$ cat config.mk
export PLATFORM = sky130hd
export DESIGN_NAME = dmem_arbiter_flat
export DESIGN_NICKNAME = d
export VERILOG_FILES = /design/src/rtl/dmem_arb_pkg.sv /design/src/rtl/dmem_arbiter_if.sv /design/src/rtl/rr_pick2.sv /design/src/rtl/dmem_arbiter.sv /design/src/flat_wrapper.sv
export SDC_FILE = /design/constraint.sdc
export NUM_CORES = 1
export LEC_CHECK = 0
export CORE_ASPECT_RATIO = 2
export CORE_MARGIN = 2
export CORE_UTILIZATION = 37
export DETAILED_ROUTE_END_ITERATION = 12
export GPL_TIMING_DRIVEN = 0
export PLACE_DENSITY = 0.83
export SYNTH_ARGS = -nofsm -noshare
export SYNTH_HDL_FRONTEND = slang
export SYNTH_HIERARCHICAL = 1
export SYNTH_SLANG_ARGS = --single-unit
$ cat constraint.sdc
create_clock -name sysclk -period 1.6 [get_ports sysclk]
set_input_delay 0.32 -clock sysclk [delete_from_list [all_inputs] [get_ports sysclk]]
set_output_delay 0.32 -clock sysclk [all_outputs]
set_load 0.02 [all_outputs]
$ cat src/rtl/dmem_arb_pkg.sv
// Shared types and constants for the two-port data-memory arbiter.
package dmem_arb_pkg;

  localparam int unsigned DEF_ADDR_W = 8;
  localparam int unsigned DEF_DATA_W = 8;

  localparam logic PORT_CPU = 1'b0;
  localparam logic PORT_DBG = 1'b1;

  typedef enum logic [1:0] {
    ST_IDLE,
    ST_MEM,
    ST_RDWAIT
  } state_e;

endpackage

$ cat src/rtl/dmem_arbiter_if.sv
// Requester-side bus of the arbiter: two request ports plus shared read data and busy.
interface dmem_arbiter_if
  import dmem_arb_pkg::*;
#(
  parameter int unsigned ADDR_W = DEF_ADDR_W,
  parameter int unsigned DATA_W = DEF_DATA_W
);

  logic              req0;
  logic              req1;
  logic              we0;
  logic              we1;
  logic [ADDR_W-1:0] addr0;
  logic [ADDR_W-1:0] addr1;
  logic [DATA_W-1:0] wdata0;
  logic [DATA_W-1:0] wdata1;
  logic              gnt0;
  logic              gnt1;
  logic              rvalid0;
  logic              rvalid1;
  logic [DATA_W-1:0] rdata;
  logic              busy;

  modport master (
    output req0, req1, we0, we1, addr0, addr1, wdata0, wdata1,
    input  gnt0, gnt1, rvalid0, rvalid1, rdata, busy
  );

  modport slave (
    input  req0, req1, we0, we1, addr0, addr1, wdata0, wdata1,
    output gnt0, gnt1, rvalid0, rvalid1, rdata, busy
  );

endinterface

$ cat src/rtl/rr_pick2.sv
// Combinational two-way round-robin pick: prio breaks ties, a lone request always wins.
module rr_pick2
  import dmem_arb_pkg::*;
(
  input  logic req0,
  input  logic req1,
  input  logic prio,
  output logic winner,
  output logic any_req
);

  always_comb begin
    any_req = req0 | req1;
    if (req0 && req1) begin
      winner = prio;
    end else if (req1) begin
      winner = PORT_DBG;
    end else begin
      winner = PORT_CPU;
    end
  end

endmodule

$ cat src/rtl/dmem_arbiter.sv
// Round-robin arbiter serializing two requesters onto the single-port data memory.
module dmem_arbiter
  import dmem_arb_pkg::*;
#(
  parameter int unsigned ADDR_W = DEF_ADDR_W,
  parameter int unsigned DATA_W = DEF_DATA_W
)(
  input  logic              sysclk,
  input  logic              reset,
  dmem_arbiter_if.slave     bus,
  output logic [ADDR_W-1:0] mem_addr,
  output logic [DATA_W-1:0] mem_writeData,
  output logic              mem_write,
  input  logic [DATA_W-1:0] mem_readData
);

  state_e            state_q, state_d;
  logic              prio_q, prio_d;
  logic              owner_q, owner_d;
  logic [ADDR_W-1:0] mem_addr_q, mem_addr_d;
  logic [DATA_W-1:0] mem_wdata_q, mem_wdata_d;
  logic              mem_write_q, mem_write_d;
  logic [DATA_W-1:0] rdata_q, rdata_d;
  logic              gnt0_q, gnt0_d;
  logic              gnt1_q, gnt1_d;
  logic              rvalid0_q, rvalid0_d;
  logic              rvalid1_q, rvalid1_d;
  logic              winner;
  logic              any_req;

  rr_pick2 u_pick (
    .req0    (bus.req0),
    .req1    (bus.req1),
    .prio    (prio_q),
    .winner  (winner),
    .any_req (any_req)
  );

  always_comb begin
    state_d     = state_q;
    prio_d      = prio_q;
    owner_d     = owner_q;
    mem_addr_d  = mem_addr_q;
    mem_wdata_d = mem_wdata_q;
    mem_write_d = 1'b0;
    rdata_d     = rdata_q;
    gnt0_d      = 1'b0;
    gnt1_d      = 1'b0;
    rvalid0_d   = 1'b0;
    rvalid1_d   = 1'b0;
    unique case (state_q)
      ST_IDLE: begin
        if (any_req) begin
          state_d     = ST_MEM;
          owner_d     = winner;
          prio_d      = ~winner;
          mem_addr_d  = (winner == PORT_DBG) ? bus.addr1  : bus.addr0;
          mem_wdata_d = (winner == PORT_DBG) ? bus.wdata1 : bus.wdata0;
          mem_write_d = (winner == PORT_DBG) ? bus.we1    : bus.we0;
          gnt0_d      = (winner == PORT_CPU);
          gnt1_d      = (winner == PORT_DBG);
        end
      end
      // The memory samples the command at the closing edge of this state.
      ST_MEM: begin
        state_d = mem_write_q ? ST_IDLE : ST_RDWAIT;
      end
      ST_RDWAIT: begin
        rdata_d   = mem_readData;
        rvalid0_d = (owner_q == PORT_CPU);
        rvalid1_d = (owner_q == PORT_DBG);
        state_d   = ST_IDLE;
      end
      default: state_d = ST_IDLE;
    endcase
  end

  always_ff @(posedge sysclk) begin
    if (reset) begin
      state_q     <= ST_IDLE;
      prio_q      <= PORT_CPU;
      owner_q     <= PORT_CPU;
      mem_addr_q  <= '0;
      mem_wdata_q <= '0;
      mem_write_q <= 1'b0;
      rdata_q     <= '0;
      gnt0_q      <= 1'b0;
      gnt1_q      <= 1'b0;
      rvalid0_q   <= 1'b0;
      rvalid1_q   <= 1'b0;
    end else begin
      state_q     <= state_d;
      prio_q      <= prio_d;
      owner_q     <= owner_d;
      mem_addr_q  <= mem_addr_d;
      mem_wdata_q <= mem_wdata_d;
      mem_write_q <= mem_write_d;
      rdata_q     <= rdata_d;
      gnt0_q      <= gnt0_d;
      gnt1_q      <= gnt1_d;
      rvalid0_q   <= rvalid0_d;
      rvalid1_q   <= rvalid1_d;
    end
  end

  assign bus.gnt0      = gnt0_q;
  assign bus.gnt1      = gnt1_q;
  assign bus.rvalid0   = rvalid0_q;
  assign bus.rvalid1   = rvalid1_q;
  assign bus.rdata     = rdata_q;
  assign bus.busy      = (state_q != ST_IDLE);
  assign mem_addr      = mem_addr_q;
  assign mem_writeData = mem_wdata_q;
  assign mem_write     = mem_write_q;

endmodule

$ cat src/flat_wrapper.sv
// flat-port wrapper written by rule: the top's interface ports become plain ports
module dmem_arbiter_flat import dmem_arb_pkg::*;
#(
  parameter int unsigned ADDR_W = DEF_ADDR_W,
  parameter int unsigned DATA_W = DEF_DATA_W
)
  (sysclk, reset, mem_addr, mem_writeData, mem_write, mem_readData, bus_req0, bus_req1, bus_we0, bus_we1, bus_addr0, bus_addr1, bus_wdata0, bus_wdata1, bus_gnt0, bus_gnt1, bus_rvalid0, bus_rvalid1, bus_rdata, bus_busy);
  dmem_arbiter_if #(.ADDR_W(ADDR_W), .DATA_W(DATA_W)) bus_i ();
  input  logic sysclk;
  input  logic reset;
  output logic [ADDR_W-1:0] mem_addr;
  output logic [DATA_W-1:0] mem_writeData;
  output logic mem_write;
  input  logic [DATA_W-1:0] mem_readData;
  input wire logic [$bits(bus_i.req0)-1:0] bus_req0;
  input wire logic [$bits(bus_i.req1)-1:0] bus_req1;
  input wire logic [$bits(bus_i.we0)-1:0] bus_we0;
  input wire logic [$bits(bus_i.we1)-1:0] bus_we1;
  input wire logic [$bits(bus_i.addr0)-1:0] bus_addr0;
  input wire logic [$bits(bus_i.addr1)-1:0] bus_addr1;
  input wire logic [$bits(bus_i.wdata0)-1:0] bus_wdata0;
  input wire logic [$bits(bus_i.wdata1)-1:0] bus_wdata1;
  output wire logic [$bits(bus_i.gnt0)-1:0] bus_gnt0;
  output wire logic [$bits(bus_i.gnt1)-1:0] bus_gnt1;
  output wire logic [$bits(bus_i.rvalid0)-1:0] bus_rvalid0;
  output wire logic [$bits(bus_i.rvalid1)-1:0] bus_rvalid1;
  output wire logic [$bits(bus_i.rdata)-1:0] bus_rdata;
  output wire logic [$bits(bus_i.busy)-1:0] bus_busy;
  assign bus_i.req0 = bus_req0;
  assign bus_i.req1 = bus_req1;
  assign bus_i.we0 = bus_we0;
  assign bus_i.we1 = bus_we1;
  assign bus_i.addr0 = bus_addr0;
  assign bus_i.addr1 = bus_addr1;
  assign bus_i.wdata0 = bus_wdata0;
  assign bus_i.wdata1 = bus_wdata1;
  assign bus_gnt0 = bus_i.gnt0;
  assign bus_gnt1 = bus_i.gnt1;
  assign bus_rvalid0 = bus_i.rvalid0;
  assign bus_rvalid1 = bus_i.rvalid1;
  assign bus_rdata = bus_i.rdata;
  assign bus_busy = bus_i.busy;
  dmem_arbiter #(.ADDR_W(ADDR_W), .DATA_W(DATA_W)) u_core (.sysclk(sysclk), .reset(reset), .bus(bus_i), .mem_addr(mem_addr), .mem_writeData(mem_writeData), .mem_write(mem_write), .mem_readData(mem_readData));
endmodule
==> results of run 1 <==
-- worst max path at each step --
stage | end | slack (ns) | cells past startpoint
after floorplan | u_core/mem_addr[0]$_SDFFE_PP0P_ | 0.31 | 5
after global placement | u_core/mem_addr[1]$_SDFFE_PP0P_ | -0.29 | 5
after detailed placement | u_core/mem_addr[1]$_SDFFE_PP0P_ | -0.36 | 5
after CTS | bus_busy | 0.01 | 2
after global routing | u_core/mem_addr[7]$_SDFFE_PP0P_ | -0.004 | 5
final | u_core/mem_addr[1]$_SDFFE_PP0P_ | 0.04 | 5
-- sequential cells by signal (all words and copies together) (netlist names) --
name / flops
u_core/bus.gnt0: 1
u_core/bus.gnt1: 1
u_core/bus.rdata: 8
u_core/bus.rvalid0: 1
u_core/bus.rvalid1: 1
u_core/mem_addr: 8
u_core/mem_write: 1
u_core/mem_writeData: 8
u_core/owner_q: 1
u_core/prio_q: 1
u_core/state_q: 2
-- power by group --
| group | total [mW] | internal (mW) | switching (mW) |
|---|---|---|---|
| clock network | 0.798 | 0.507 | 0.291 |
| registers | 0.930 | 0.893 | 0.0370 |
| logic | 0.589 | 0.325 | 0.264 |
| total | 2.32 | 1.73 | 0.592 |
-- kinds of logic (layout without fill, tap and decap cells) --
family | Yosys count | in the layout | share of synthesized area, %
simple gates | 46 | 46 | 16.0
buf+inv | 12 | 99 | 4.57
flops | 33 | 33 | 49.3
mux | 18 | 18 | 13.4
compound gates | 26 | 26 | 16.7
-- timing repair --
item                                    4_1_cts  5_1_grt
gates resized for setup                       3        6
endpoints found under the setup margin        6       16
setup buffers                                 0        4
-- worst max-delay path, cell delays in order --
cell	delay [ns]
clkdlybuf4s50_1	0.47
a21boi_1	0.27
buf_4	0.28
mux2i_1	0.26
a211oi_2	0.10
-- synth_stat cells --
cell type  count
a21oi_1        8
mux2i_1       18
nor3b_1        1
a211oi_1       6
or2_2          1
and2_1         1
o22ai_1        1
dfxtp_1       33
nor2b_1        1
nor2_1        19
nand2_1       16
inv_1          2
buf_6          1
buf_4          1
nor3b_4        1
nor4b_1        1
a211oi_2      10
or2_1          1
buf_1          2
nand2b_1       3
nor3_1         1
a21boi_1       1
buf_2          4
clkbuf_1       2
-- layout make-up --
| type | count | area, sq um | area share (%) |
|---|---|---|---|
| timing repair buffer | 79 | 781 | 33.8 |
| sequential | 33 | 661 | 28.6 |
| multi-input combinational | 90 | 619 | 26.8 |
| clock buffer | 7 | 86.3 | 3.74 |
| buffer | 10 | 65.1 | 2.82 |
| tap | 49 | 61.3 | 2.65 |
| clock inverter | 1 | 30.0 | 1.30 |
| inverter | 2 | 7.51 | 0.325 |
-- per-layer routing --
metal / share of wire [%] / up-vias / wire length, um
li1: - / 636 / -
met4: 1.7 / 0 / 51
met1: 42 / 560 / 1300
met5: 0 / - / 0
met3: 9.0 / 6 / 277
met2: 47 / 51 / 1450
==> impl_metrics.json, run 1 <==
{
  "use_met2_pct": 24.9,
  "hold_start": "u_core/mem_write$_SDFF_PP0_",
  "max_freq_mhz": 641,
  "seq_area_frac_synth_pct": 49.3,
  "core_area_sq_mm": 0.00353,
  "ant_nets": 0,
  "clock_latency_ns": 0.28,
  "synth_top_area_cell": "dfxtp_1",
  "r2r_start": "u_core/prio_q$_SDFFE_PP0P_",
  "dr.pass1.iters": 4,
  "crit_type": "in -> reg",
  "setup_viol": 0,
  "startpoint_type": "primary input",
  "clock_sinks": 33,
  "vias": 1253,
  "whs_path_depth": 1,
  "post-route-period-util_pct": 97.5,
  "synthTopCellsByArea": "dfxtp_1, mux2i_1, a211oi_2",
  "clockRootBuffer": "clkbuf_8",
  "power.total_mw": 2.32,
  "grt_pass1_wl_um": 4860,
  "io_buffers": 75,
  "yosysTopAreaCellShare_pct": 49.3,
  "outcome": "finished, final reports clean",
  "post-place-ws_ns": -0.357,
  "synthesis.nets": 181,
  "fin_hold_ws_ns": 0.434,
  "rows": 31,
  "dp.cells": 259,
  "path_max_fanout": 10,
  "dieWidth_um": 46.6,
  "fp.dieH_um": 89.2,
  "vias_per_cell": 4.62,
  "grt_start_max_net_pins": 11,
  "rsz0062_at_grt": "yes",
  "post-route-util_pct": 65.5,
  "maxSlewHeadroom_pct": 58.7,
  "syn-cell-area_sq_mm": 0.00134,
  "drv_slew": 0,
  "synth_cells": 135,
  "reg2reg_depth": 5,
  "skew_ns": 0.00409,
  "leakage_nw": 0.905,
  "routed_wl_um": 3080,
  "dp_hpwl_um": 2360,
  "clkSlewWorstSetupHoldPaths_ns": 0.07,
  "r2r_end": "u_core/mem_addr[1]$_SDFFE_PP0P_",
  "cts_tree": "yes",
  "powerDensity_mw_per_mm2": 1000,
  "fin_ws_ns": 0.0398,
  "drc_errors": 0,
  "min_to": "u_core/state_q[1]$_SDFFE_PP0P_",
  "worstPathRequired_ns": 1.74,
  "drt-initial-drc-count": 3,
  "htree_levels": 2,
  "ioPinCount": 76,
  "syn_area_per_cell_sq_um": 9.94,
  "grt_pass1_vias": 1141,
  "reg2reg_setup_slack_ns": 0.19,
  "antenna_found_initial": 0,
  "ys_warn_count": 6,
  "worstSetupEndpointType": "register",
  "mostFrequentLayoutCells": "clkdlybuf4s50_1, dfxtp_1, nor2_1, mux2i_1, nand2_1",
  "grtUsageMet1_pct": 18.5,
  "grt_use_total_pct": 15.9,
  "cap_violations": 0,
  "gp_congestion": 0.675,
  "worst_slew_pin_slew_ns": 0.620,
  "initial_utilization_pct": 38.0,
  "diodes": 0,
  "clock_path_buffers": 2,
  "stdcell_area_sq_mm": 0.00231,
  "grt-busiest-layer": "met2",
  "placed_area_sq_mm": 0.00215,
  "synth_cell_types": 24,
  "fillers": 281,
  "fin_tns_setup_ns": 0,
  "grt_overflow": 0,
  "ir_drop_uv": 653,
  "period_minus_slack_ns": 1.56,
  "synth_seq_cells": 33,
  "nNetsFinal": 267,
  "crit_path_start": "bus_req1",
  "final_common_cell": "clkdlybuf4s50_1",
  "area_growth_pct": 72.3,
  "stdcell_count": 271,
  "cts_buffers": 5,
  "holdCritPathClass": "reg -> reg",
  "drt-wirelength-per-cell_um": 11.4,
  "drive_gt1_share_pct": 13.5,
  "dieArea_sq_mm": 0.00415,
  "critPathArrivalTime_ns": 1.70,
  "hold_viol_final": 0,
  "ctsHoldBuffers": 0,
  "met3_usage_pct": 6.46
}
No activity file was read; power rests on OpenSTA's default activity.
==> run 2: changes to the inputs <==
--- a/config.mk
+++ b/config.mk
@@ -7,10 +7,10 @@
 export LEC_CHECK = 0
 export CORE_ASPECT_RATIO = 2
 export CORE_MARGIN = 2
-export CORE_UTILIZATION = 37
+export CORE_UTILIZATION = 25
 export DETAILED_ROUTE_END_ITERATION = 12
 export GPL_TIMING_DRIVEN = 0
-export PLACE_DENSITY = 0.83
+export PLACE_DENSITY = 0.61
 export SYNTH_ARGS = -nofsm -noshare
 export SYNTH_HDL_FRONTEND = slang
 export SYNTH_HIERARCHICAL = 1
==> run 2 against run 1 <==
Compared with the run above: flip-flop and latch count is the same; non-clock buffer count shrank 1; utilization shrank 20 points; highest routed layer unchanged; critical path type is now reg -> out.
==> impl_metrics.json, run 2 (synthesis results as in run 1) <==
{
  "cts_tree": "yes",
  "worstPathRequired_ns": 1.28,
  "grt_overflow": 0,
  "hold_viol_final": 0,
  "vias_per_cell": 4.37,
  "reg2reg_depth": 5,
  "ir_drop_uv": 560,
  "placed_area_sq_mm": 0.00216,
  "reg2reg_setup_slack_ns": 0.29,
  "path_cells": "clkdlybuf4s50_1",
  "clock_latency_ns": 0.28,
  "drv_slew": 0,
  "ioPinCount": 76,
  "drt-initial-drc-count": 16,
  "multi_input_area_sq_um": 623,
  "area_growth_pct": 73.6,
  "ant_nets": 0,
  "crit_slowest_cell": "clkdlybuf4s50_1",
  "cp_top_family": "buffers and inverters",
  "post-route-util_pct": 45.3,
  "nNetsFinal": 266,
  "fillers": 509,
  "crit_path_start": "u_core/mem_addr[0]$_SDFFE_PP0P_",
  "leakage_nw": 0.975,
  "dieArea_sq_mm": 0.00600,
  "max_freq_mhz": 647,
  "startpoint_type": "register",
  "skew_ns": 0.00791,
  "path_max_fanout": 2,
  "cp-endpoint": "mem_addr[0]",
  "clockRootBuffer": "clkbuf_8",
  "clock_path_buffers": 2,
  "cp_slowest_stage_delay_ns": 0.61,
  "drt-wirelength-per-cell_um": 12.5,
  "mostFrequentLayoutCells": "clkdlybuf4s50_1, dfxtp_1, nor2_1, mux2i_1, nand2_1",
  "grt_use_total_pct": 12.5,
  "ctsHoldBuffers": 0,
  "r2r_end": "u_core/mem_writeData[6]$_SDFFE_PP0P_",
  "dr.pass1.iters": 4,
  "cts_buffers": 5,
  "fp.dieH_um": 108,
  "crit_buf_inv": 1,
  "hold_start": "u_core/mem_write$_SDFF_PP0_",
  "drc_errors": 0,
  "worst_slew_pin_slew_ns": 0.430,
  "rsz0062_at_grt": "no",
  "gp_congestion": 0.700,
  "post-route-period-util_pct": 96.6,
  "dieWidth_um": 55.8,
  "grt_pass1_wl_um": 5800,
  "drive_gt1_share_pct": 14.0,
  "io_buffers": 75,
  "diodes": 0,
  "worst-path-stages": 1,
  "powerDensity_mw_per_mm2": 994,
  "clock_sinks": 33,
  "critPathArrivalTime_ns": 1.23,
  "crit_type": "reg -> out",
  "r2r_start": "u_core/prio_q$_SDFFE_PP0P_",
  "period_minus_slack_ns": 1.55,
  "dp_hpwl_um": 2720,
  "fin_hold_ws_ns": 0.436,
  "grt_start_max_net_pins": 11,
  "final-seq-area_sq_um": 661,
  "cap_violations": 0,
  "grt_pass1_vias": 1247,
  "stdcell_area_sq_mm": 0.00233,
  "core_area_sq_mm": 0.00514,
  "routed_wl_um": 3480,
  "antenna_found_initial": 0,
  "maxSlewHeadroom_pct": 71.3,
  "htree_levels": 2,
  "initial_utilization_pct": 26.1,
  "rows": 37,
  "setup_viol": 0,
  "vias": 1219,
  "worstSetupEndpointType": "primary output",
  "outcome": "finished, final reports clean",
  "final_common_cell": "clkdlybuf4s50_1",
  "holdCritPathClass": "reg -> reg",
  "clkSlewWorstSetupHoldPaths_ns": 0.07
}
## run 2: how the worst min path moves through the flow
stage               slack, ns                              to  cells past startpoint
floorplan                0.42   u_core/bus.rvalid0$_SDFF_PP0_                      1
global placement         0.44  u_core/state_q[1]$_SDFFE_PP0P_                      1
detailed placement       0.43  u_core/state_q[1]$_SDFFE_PP0P_                      1
CTS                      0.44  u_core/state_q[1]$_SDFFE_PP0P_                      1
global route             0.46  u_core/state_q[1]$_SDFFE_PP0P_                      1
finish                   0.44  u_core/state_q[1]$_SDFFE_PP0P_                      1
## run 2: metrics by stage
step	instances	power (mW)	setup slack [ns]	setup TNS (ns)
floorplan	135	1.24	0.306	0
global placement	268	1.53	-0.372	-6.77
detailed placement	268	1.53	-0.378	-7.09
CTS	278	2.36	0.0170	0
global route	279	2.45	0.000477	0
finish	279	2.31	0.0542	0
## run 2: area by class of cell
class                           instances  share of cell area [%]
Buffer                                 10                    2.69
Clock buffer                            7                    3.71
Clock inverter                          1                    1.29
Inverter                                2                   0.322
Multi-Input combinational cell         90                    26.8
Sequential cell                        33                    28.4
Tap cell                               58                    3.12
Timing Repair Buffer                   78                    33.7
## run 2: timing repair
item                                   4_1_cts  5_1_grt
setup buffers                                2        1
setup endpoints to repair                   16       19
endpoints found under the hold margin        0        0
resized for setup                            6        9
## run 2: power breakdown
group	switching (mW)	leakage (nW)	internal, mW
combinational	0.271	0.645	0.318
clock	0.288	0.0585	0.508
sequential	0.0367	0.272	0.893
total	0.596	0.975	1.72
## run 2: routing by layer
layer | wire length, um | vias to the layer above | share of wire [%] | global-route usage, %
met5 | 0 | - | 0 | 0
met4 | 35 | 0 | 1.0 | 5.23
met3 | 244 | 4 | 7.0 | 3.97
met2 | 2010 | 53 | 58 | 24.0
met1 | 1190 | 533 | 34 | 11.7
li1 | - | 629 | - | -
